### src/rtl/serializer_arbiter_if.sv
// serializer_arbiter_if: groups the requester-side and serializer-side
// handshake signals of serializer_arbiter.
// The master modport is the arbiter. The slave modport is the environment,
// which holds the requesters and the serializer.
`timescale 1ns/1ps
interface serializer_arbiter_if #(
  parameter int N_CH   = 4,
  parameter int LENGTH = 24
);
  logic [N_CH-1:0]         iv_req;
  logic [N_CH*LENGTH-1:0]  iv_din;
  logic [N_CH-1:0]         ov_ack;
  logic [LENGTH-1:0]       ov_ser_din;
  logic                    o_ser_din_valid;
  logic                    i_ser_ready;
  logic                    i_bit_strobe;
  logic [$clog2(N_CH)-1:0] ov_chan;
  logic                    o_busy;
  logic                    o_frame_done;

  modport master (
    input  iv_req, iv_din, i_ser_ready, i_bit_strobe,
    output ov_ack, ov_ser_din, o_ser_din_valid, ov_chan, o_busy, o_frame_done
  );

  modport slave (
    output iv_req, iv_din, i_ser_ready, i_bit_strobe,
    input  ov_ack, ov_ser_din, o_ser_din_valid, ov_chan, o_busy, o_frame_done
  );
endinterface

### src/rtl/serializer_arbiter.sv
// serializer_arbiter: shares one bit-serializer among N_CH parallel-word
// requesters.
// - A requester is granted, and its word is captured.
// - The word is offered to the serializer with a valid/ready load.
// - The bit strobes are counted until LENGTH bits have gone out.
// - Only then does the arbiter move on to the next requester.
// Optional macro SERIALIZER_ARBITER_FIXED_PRIO_EN selects fixed priority,
// where the lowest index wins. The default is round-robin.
`timescale 1ns/1ps
module serializer_arbiter #(
  parameter int N_CH   = 4,
  parameter int LENGTH = 24
) (
  input  logic                i_clk,
  input  logic                i_rst,
  input  logic                i_en,
  serializer_arbiter_if.master bus
);
  localparam int CW   = $clog2(N_CH);
  localparam int IW   = CW + 1;
  localparam int CNTW = $clog2(LENGTH + 1);

  typedef enum logic [1:0] {
    ST_IDLE   = 2'd0,
    ST_LOAD   = 2'd1,
    ST_STREAM = 2'd2,
    ST_DONE   = 2'd3
  } state_t;

  state_t            state_q, state_d;
  logic [CW-1:0]     ptr_q, ptr_d;
  logic [CW-1:0]     chan_q, chan_d;
  logic [LENGTH-1:0] din_q, din_d;
  logic              valid_q, valid_d;
  logic [N_CH-1:0]   ack_q, ack_d;
  logic              busy_q, busy_d;
  logic              done_q, done_d;
  logic [CNTW-1:0]   cnt_q, cnt_d;

  logic [CW-1:0]     sel_s;
  logic              found_s;
  logic [IW-1:0]     idx_s;

  // First requesting channel at or above ptr_q, wrapping modulo N_CH.
  // The loop runs from the farthest offset down, so the nearest requester is written last and wins.
  always_comb begin
    found_s = 1'b0;
    sel_s   = '0;
    idx_s   = '0;
    for (int i = N_CH - 1; i >= 0; i--) begin
      idx_s = {1'b0, ptr_q} + IW'(i);
      if (idx_s >= IW'(N_CH)) begin
        idx_s = idx_s - IW'(N_CH);
      end else begin
        idx_s = idx_s;
      end
      if (bus.iv_req[idx_s[CW-1:0]]) begin
        found_s = 1'b1;
        sel_s   = idx_s[CW-1:0];
      end else begin
        found_s = found_s;
        sel_s   = sel_s;
      end
    end
  end

  // Next-state and next-output logic. Every output is a register loaded from its _d value.
  always_comb begin
    state_d = state_q;
    ptr_d   = ptr_q;
    chan_d  = chan_q;
    din_d   = din_q;
    ack_d   = '0;
    cnt_d   = cnt_q;
    case (state_q)
      ST_IDLE: begin
        if (found_s) begin
          state_d = ST_LOAD;
          chan_d  = sel_s;
          din_d   = bus.iv_din[sel_s*LENGTH +: LENGTH];
        end else begin
          state_d = ST_IDLE;
        end
      end
      ST_LOAD: begin
        if (bus.i_ser_ready) begin
          state_d       = ST_STREAM;
          ack_d[chan_q] = 1'b1;
          cnt_d         = '0;
        end else begin
          state_d = ST_LOAD;
        end
      end
      ST_STREAM: begin
        if (bus.i_bit_strobe) begin
          cnt_d = cnt_q + CNTW'(1);
          if (cnt_q == CNTW'(LENGTH - 1)) begin
            state_d = ST_DONE;
          end else begin
            state_d = ST_STREAM;
          end
        end else begin
          state_d = ST_STREAM;
        end
      end
      ST_DONE: begin
        state_d = ST_IDLE;
`ifdef SERIALIZER_ARBITER_FIXED_PRIO_EN
        ptr_d = '0;
`else
        if (chan_q == CW'(N_CH - 1)) begin
          ptr_d = '0;
        end else begin
          ptr_d = chan_q + CW'(1);
        end
`endif
      end
      default: begin
        state_d = ST_IDLE;
      end
    endcase
    valid_d = (state_d == ST_LOAD);
    busy_d  = (state_d == ST_LOAD) || (state_d == ST_STREAM);
    done_d  = (state_d == ST_DONE);
  end

  // State and output registers: synchronous reset, and a low i_en holds every register, including pending pulses.
  always_ff @(posedge i_clk) begin
    if (i_rst) begin
      state_q <= ST_IDLE;
      ptr_q   <= '0;
      chan_q  <= '0;
      din_q   <= '0;
      valid_q <= 1'b0;
      ack_q   <= '0;
      busy_q  <= 1'b0;
      done_q  <= 1'b0;
      cnt_q   <= '0;
    end else if (i_en) begin
      state_q <= state_d;
      ptr_q   <= ptr_d;
      chan_q  <= chan_d;
      din_q   <= din_d;
      valid_q <= valid_d;
      ack_q   <= ack_d;
      busy_q  <= busy_d;
      done_q  <= done_d;
      cnt_q   <= cnt_d;
    end
  end

  assign bus.ov_ack          = ack_q;
  assign bus.ov_ser_din      = din_q;
  assign bus.o_ser_din_valid = valid_q;
  assign bus.ov_chan         = chan_q;
  assign bus.o_busy          = busy_q;
  assign bus.o_frame_done    = done_q;
endmodule

### src/flat_wrapper.sv
// flat-port wrapper written by rule: the top's interface ports become plain ports
module serializer_arbiter_flat 
#(
  parameter int N_CH   = 4,
  parameter int LENGTH = 24
)
  (i_clk, i_rst, i_en, bus_iv_req, bus_iv_din, bus_i_ser_ready, bus_i_bit_strobe, bus_ov_ack, bus_ov_ser_din, bus_o_ser_din_valid, bus_ov_chan, bus_o_busy, bus_o_frame_done);
  serializer_arbiter_if #(.N_CH(N_CH), .LENGTH(LENGTH)) bus_i ();
  input  logic i_clk;
  input  logic i_rst;
  input  logic i_en;
  input wire logic [$bits(bus_i.iv_req)-1:0] bus_iv_req;
  input wire logic [$bits(bus_i.iv_din)-1:0] bus_iv_din;
  input wire logic [$bits(bus_i.i_ser_ready)-1:0] bus_i_ser_ready;
  input wire logic [$bits(bus_i.i_bit_strobe)-1:0] bus_i_bit_strobe;
  output wire logic [$bits(bus_i.ov_ack)-1:0] bus_ov_ack;
  output wire logic [$bits(bus_i.ov_ser_din)-1:0] bus_ov_ser_din;
  output wire logic [$bits(bus_i.o_ser_din_valid)-1:0] bus_o_ser_din_valid;
  output wire logic [$bits(bus_i.ov_chan)-1:0] bus_ov_chan;
  output wire logic [$bits(bus_i.o_busy)-1:0] bus_o_busy;
  output wire logic [$bits(bus_i.o_frame_done)-1:0] bus_o_frame_done;
  assign bus_i.iv_req = bus_iv_req;
  assign bus_i.iv_din = bus_iv_din;
  assign bus_i.i_ser_ready = bus_i_ser_ready;
  assign bus_i.i_bit_strobe = bus_i_bit_strobe;
  assign bus_ov_ack = bus_i.ov_ack;
  assign bus_ov_ser_din = bus_i.ov_ser_din;
  assign bus_o_ser_din_valid = bus_i.o_ser_din_valid;
  assign bus_ov_chan = bus_i.ov_chan;
  assign bus_o_busy = bus_i.o_busy;
  assign bus_o_frame_done = bus_i.o_frame_done;
  serializer_arbiter #(.N_CH(N_CH), .LENGTH(LENGTH)) u_core (.i_clk(i_clk), .i_rst(i_rst), .i_en(i_en), .bus(bus_i));
endmodule
### config.mk
export PLATFORM = sky130hd
export DESIGN_NAME = serializer_arbiter_flat
export DESIGN_NICKNAME = d
export VERILOG_FILES = /design/src/rtl/serializer_arbiter_if.sv /design/src/rtl/serializer_arbiter.sv /design/src/flat_wrapper.sv
export SDC_FILE = /design/constraint.sdc
export NUM_CORES = 1
export LEC_CHECK = 0
export ABC_AREA = 1
export BUFFER_PORTS_ARGS = -buffer_cell sky130_fd_sc_hd__buf_2
export CORE_MARGIN = 2
export CORE_UTILIZATION = 46
export DETAILED_ROUTE_END_ITERATION = 8
export PLACE_DENSITY = 0.87
export SYNTH_ARGS = -nofsm -noshare
export SYNTH_HDL_FRONTEND = slang
export SYNTH_SLANG_ARGS = --single-unit
### constraint.sdc
create_clock -name i_clk -period 2.9 [get_ports i_clk]
set_clock_uncertainty 0.1 [all_clocks]
set_input_delay 0.29 -clock i_clk [delete_from_list [all_inputs] [get_ports i_clk]]
set_output_delay 0.29 -clock i_clk [all_outputs]
set_load 0.01 [all_outputs]
==> results of run 1 <==
[how the worst max path moves through the flow]
stage,startpoint,end,slack (ps),cells after the start
CTS,u_core.ptr_q[0],u_core.bus.ov_ser_din[13],580,14
finish,u_core.ptr_q[0],u_core.bus.ov_ser_din[13],550,14
floorplan,u_core.ptr_q[0],u_core.bus.o_busy,1190,12
detailed placement,u_core.ptr_q[0],u_core.bus.ov_ser_din[13],590,14
global route,u_core.ptr_q[0],u_core.bus.ov_ser_din[12],400,14
global placement,u_core.ptr_q[0],u_core.bus.ov_ser_din[14],700,14
[cells by family (layout without fill, tap and decap cells)]
kind of cell               after synthesis  count (layout)  synth area share [%]
buffers and inverters                   56             176                  11.6
AOI/OAI and AO/OA                       76              76                  15.4
DFF                                     42              42                  30.1
adders and majority gates                7               7                  3.14
and+or+nand+nor                        238             238                  39.1
xor gates and xnor gates                 2               2                 0.628
[layout by cell type, fill, tap and decap left out]
cell and n:
nor2_4 1, nand4_1 1, inv_2 3, o21ai_1 2
or2_2 1, xor2_1 1, nand3_1 99, a211oi_1 2
nor3_1 2, buf_12 1, nand2_2 5, nor3b_1 2
clkinv_1 1, inv_1 21, a31oi_1 1, buf_4 6
buf_2 137, nand3_2 5, o311ai_0 1, nor3_2 1
o21ai_0 32, xnor2_1 1, inv_4 1, nor2_1 12
o21ai_2 1, a21oi_1 27, ha_1 7, clkbuf_8 6
nand2_1 109, dfxtp_1 42, o21a_1 1, a21oi_2 9
[flip-flops by register name (all words and copies together) (netlist names)]
name                        cells
u_core.bus.ov_chan              2
u_core.bus.ov_ser_din          24
u_core.state_q                  2
u_core.bus.o_busy               1
u_core.bus.ov_ack               4
u_core.bus.o_ser_din_valid      1
u_core.ptr_q                    2
u_core.cnt_q                    5
u_core.bus.o_frame_done         1
[cells in the mapped netlist, drive strengths merged (2+ instances only)]
cell    instances  area, um^2
nand3         104         546
ha              7        87.6
nor2           13        56.3
nor3b           2        15.0
clkbuf          7        27.5
inv            25        96.4
o21ai          35         179
nor3            3        20.0
nand2         114         440
a21oi          36         214
dfxtp          42         841
a211oi          2        15.0
buf            23         196
[power by group through the flow]
stage / clock, uW / combinational (uW) / sequential (uW)
detailed placement: 0 / 459 / 664
finish: 370 / 459 / 652
CTS: 381 / 459 / 652
global route: 398 / 518 / 659
floorplan: 0 / 282 / 684
global placement: 0 / 447 / 663
[metal layers]
metal / track usage, % / vias to the layer above / share of wire, %
met5: 0 / - / 0
met4: 7.67 / 0 / 1.3
met3: 4.73 / 10 / 7.6
met2: 44.1 / 136 / 50
met1: 26.9 / 1461 / 41
li1: - / 1647 / -
[cell type report]
| type | instances | share of cell area (%) |
|---|---|---|
| Inverter | 26 | 2.87 |
| Tap cell | 75 | 2.69 |
| Clock buffer | 6 | 2.36 |
| Timing Repair Buffer | 144 | 21.5 |
| Sequential cell | 42 | 24.1 |
| Multi-Input combinational cell | 323 | 46.5 |
[critical path: cells and delay by family, from the launching register on]
kind                   cells  cell delay, ps
flip-flops                 1             570
AND/OR/NAND/NOR            9             630
buffers and inverters      4             860
AO/OA/AOI/OAI              1              60
[metrics by stage]
step / cells / util [%] / total power, uW / hold slack (ps) / instance area [um^2]
after floorplan: 421 / - / 966 / 326 / 2790
after global placement: 610 / 58.0 / 1110 / 349 / 3410
after detailed placement: 610 / 58.0 / 1120 / 353 / 3410
after CTS: 616 / 59.4 / 1490 / 137 / 3490
after global routing: 616 / 59.4 / 1570 / 148 / 3490
final: 616 / 59.4 / 1480 / 148 / 3490
==> out/results.ini, run 1 <==
[clocking]
ctsHoldBuffers = 0
root_buffer = clkbuf_8
cts_tree = done
ctsHtreeMaxLevel = 2
clkSinkCount = 42
post_cts_buffers = 0
cts_buffer_depth = 2
clk_pin_slew_worst_paths_ps = 80
cts_buffers = 5
cts_resized = 0
clk_latency_ps = 280

[die]
pin_count = 138
die_h_um = 81.9
core_mm2 = 0.00589
row_count = 28
die_x_um = 81.9
initial_core_util_pct = 47.4
die_area_mm2 = 0.00670

[global_route]
track_usage_pct = 23.7
antenna_found_initial = 0
overflow = 0
grt_pass1_vias = 2880
grt_pass1_wl_mm = 12.5
grt_start_max_net_pins = 47

[power]
p_leak_uw = 0.00181
pwr-share-comb_pct = 31.0
p_switching_uw = 481
power_density_mw_per_mm2 = 424
power_frac_clock_pct = 25.0
sw_frac_of_total_pct = 32.5
seqPwrFrac_pct = 44.0
vdd_ir_drop_max_v = 0.000252
internal_power_uw = 1000

[timing]
finalHoldViolations = 0
setup_viol = 0
relSlewSlack_pct = 43.3
tns_ps = 0
fmax_mhz = 426
finalMaxSlewViolations = 0
rsz0062_at_grt = false
fin_ws_ps = 552
period_share_pct = 81.0
period_minus_slack_ps = 2350
tightest_slew_ps = 850

[job]
drv_cap = 0

[yosys]
avgSynthCellArea_um2 = 6.63
async_flop_share_pct = 0
yosysSeqAreaShare_pct = 30.1
netlist_area_mm2 = 0.00279
synth_edf_count = 0
ys_types = 33
synthCells = 421
yosysWarnings = 0
synth_flop_cell = dfxtp_1
ys_ff_latch = 42
synth_nets = 533

[critical_path]
max_stage_delay_ps = 570
path_cells = inv_4 > nand2_1 > nand2_1 > nand2_1 > nand2_1 > inv_1 > nand2_1 > nand2_1 > nand2_2 > inv_1 > buf_4 > nand3_1 > nand2_1 > a21oi_1
slowest_stage = dfxtp_1
arrival_ps = 2420
worst_path_most_repeated_cell = nand2_1
regToRegEndpoint = u_core.bus.ov_ser_din[13]
rrSetupSlack_ps = 550
start_kind = register
cp.required_ps = 2970
r2r_start = u_core.ptr_q[0]
crit_fanout = 19
endpoint_kind = register
critPathKind = register to register
r2r_cells = 14

[drt]
drt-pass1-iter-count = 4
drc = 0
ant_nets = 0
avgRoutedWirePerCell_um = 12.8
first_iter_violations = 181
vias = 3254
routed_wl_mm = 7.91
routed_via_density = 5.28

[layout]
register_area_um2 = 841
fin_nets = 654
antenna_cells = 0
area_growth_pct = 25.2
final.fill_count = 549
drive_above_1_share_pct = 32.7
multiInputGateArea_mm2 = 0.00163

[placement]
gp_congestion = 0.851
portBuffers = 137
hpwl_mm = 5.94
place_ws_ps = 591

[min_path]
worst_hold_path.endpoint = u_core.bus.ov_ser_din[22]
worstHoldPathCells = 3
hold_start = bus_iv_din[46]
hold_class = input pin to register

[run_status]
status = finished clean

(Power assumes the default switching activity.)
==> inputs of run 2 (changes only) <==
==> constraint.sdc (replaced) <==
create_clock -name i_clk -period 2.4 [get_ports i_clk]
set_clock_uncertainty 0.1 [all_clocks]
set_input_delay 0.24 -clock i_clk [delete_from_list [all_inputs] [get_ports i_clk]]
set_output_delay 0.24 -clock i_clk [all_outputs]
set_load 0.01 [all_outputs]
==> out/results.ini, run 2 (synthesis results as in run 1) <==
[timing]
rsz0062_at_grt = false
relSlewSlack_pct = 56.7  ; +13 points
fmax_mhz = 467  ; +9.6%
finalMaxSlewViolations = 0  ; unchanged
period_minus_slack_ps = 2140  ; -205 ps
period_share_pct = 89.3  ; +8.3 points
setup_viol = 0  ; unchanged
tns_ps = 0  ; unchanged
finalHoldViolations = 0  ; unchanged
tightest_slew_ps = 641  ; -209 ps

[critical_path]
cp.required_ps = 2530  ; -440 ps
arrival_ps = 2270  ; -150 ps
critPathKind = register to register
endpoint_kind = register
start_kind = register
r2r_start = u_core.ptr_q[0]
crit_fanout = 46  ; +27
r2r_cells = 13  ; -1
rrSetupSlack_ps = 260  ; -290 ps
regToRegEndpoint = u_core.bus.ov_ser_din[13]

[global_route]
track_usage_pct = 23.3  ; -0.42 points
grt_pass1_wl_mm = 12.4  ; -1.3%
grt_pass1_vias = 2869  ; -0.38%
antenna_found_initial = 0  ; unchanged
overflow = 0  ; unchanged
grt_start_max_net_pins = 47  ; unchanged

[job]
drv_cap = 0  ; unchanged

[clocking]
root_buffer = clkbuf_8
cts_tree = done
cts_buffers = 5  ; unchanged
clk_pin_slew_worst_paths_ps = 80  ; about the same
clkSinkCount = 42  ; unchanged
ctsHoldBuffers = 0  ; unchanged
post_cts_buffers = 0  ; unchanged
cts_resized = 0  ; unchanged
cts_buffer_depth = 2  ; unchanged
clk_latency_ps = 300  ; +20 ps
ctsHtreeMaxLevel = 2  ; unchanged

[die]
core_mm2 = 0.00589  ; unchanged
initial_core_util_pct = 47.4  ; unchanged
die_x_um = 81.9  ; unchanged
row_count = 28  ; unchanged
die_h_um = 81.9  ; unchanged
pin_count = 138  ; unchanged
die_area_mm2 = 0.00670  ; unchanged

[layout]
drive_above_1_share_pct = 33.6  ; +0.86 points
fin_nets = 659  ; +0.76%
largest_register_ffs = 24  ; unchanged
final_util_pct = 60.4  ; +1.1 points
register_area_um2 = 841  ; unchanged
final.fill_count = 549  ; unchanged
area_growth_pct = 27.5
multiInputGateArea_mm2 = 0.00163  ; unchanged
final_common_cell = buf_2
antenna_cells = 0  ; unchanged
layout_common_cells = buf_2, nand2_1, nand3_1

[placement]
hpwl_mm = 6.14  ; +3.3%
gp_congestion = 1.01  ; +18%
portBuffers = 137  ; unchanged

[drt]
drc = 0  ; unchanged
routed_wl_mm = 7.96  ; +0.67%
drt-pass1-iter-count = 5  ; +1
avgRoutedWirePerCell_um = 12.8  ; -0.46%
routed_via_density = 5.21  ; -1.4%
ant_nets = 0  ; unchanged
vias = 3245  ; -0.28%
first_iter_violations = 187  ; +3.3%

[power]
power.total_uw = 1900  ; +28%
vdd_ir_drop_max_v = 0.000255  ; +1.5%
power_density_mw_per_mm2 = 535  ; +26%
p_leak_uw = 0.00185  ; +2.1%

[run_status]
status = finished clean

[min_path]
worstHoldPathCells = 3  ; unchanged
hold_class = input pin to register
worst_hold_path.endpoint = u_core.bus.ov_ser_din[22]
hold_start = bus_iv_din[46]

-- run 2: layout make-up --
class / instances / share of cell area [%]
well taps: 75 / 2.64
multi-input cells: 323 / 45.7
clock inverters: 3 / 1.13
flip-flops and latches: 42 / 23.6
inverters: 26 / 2.81
repair buffers: 149 / 22.2
clock buffers: 5 / 1.93
-- run 2: critical path, stage by stage (launching register included) --
cell and delay (ps):
dfxtp_1 590, inv_4 80, nand2_1 130, nand2_1 70, nand2_1 100, nand3_2 100
nand2_1 80, nand2_2 70, nand2_2 160, buf_12 230, nand2_1 80, nand3_1 80
nand2_1 50, a21oi_1 130
-- run 2: report_power, final --
part	internal (uW)	switching [uW]	total [uW]
clock network	306	250	556
logic	237	320	557
registers	756	33.3	789
total	1300	603	1900
-- run 2: per-layer routing --
metal	global-route usage (%)	wire length, um	vias to the layer above
li1	-	-	1657
met1	26.6	3190	1441
met2	43.1	4090	138
met3	5.16	587	9
met4	6.67	90	0
met5	0	0	-
-- run 2: through the flow --
step	hold WS [ps]	std cells	cell area, um^2	setup slack, ps
5_1_grt	91.9	623	3560	51.6
6_report	65.1	623	3560	257
3_3_place_gp	350	615	3450	416
3_5_place_dp	355	615	3450	285
2_1_floorplan	276	421	2790	686
4_1_cts	61.7	623	3560	262
-- run 2: worst max path at each step --
stage	from	end	depth (start not counted)
3_5_place_dp	u_core.ptr_q[0]	u_core.bus.ov_ser_din[12]	13
4_1_cts	u_core.ptr_q[0]	u_core.bus.ov_ser_din[12]	13
5_1_grt	u_core.ptr_q[0]	u_core.bus.ov_ser_din[17]	13
3_3_place_gp	u_core.ptr_q[0]	u_core.bus.ov_ser_din[22]	14
6_report	u_core.ptr_q[0]	u_core.bus.ov_ser_din[13]	13
2_1_floorplan	u_core.ptr_q[0]	u_core.bus.o_busy	12
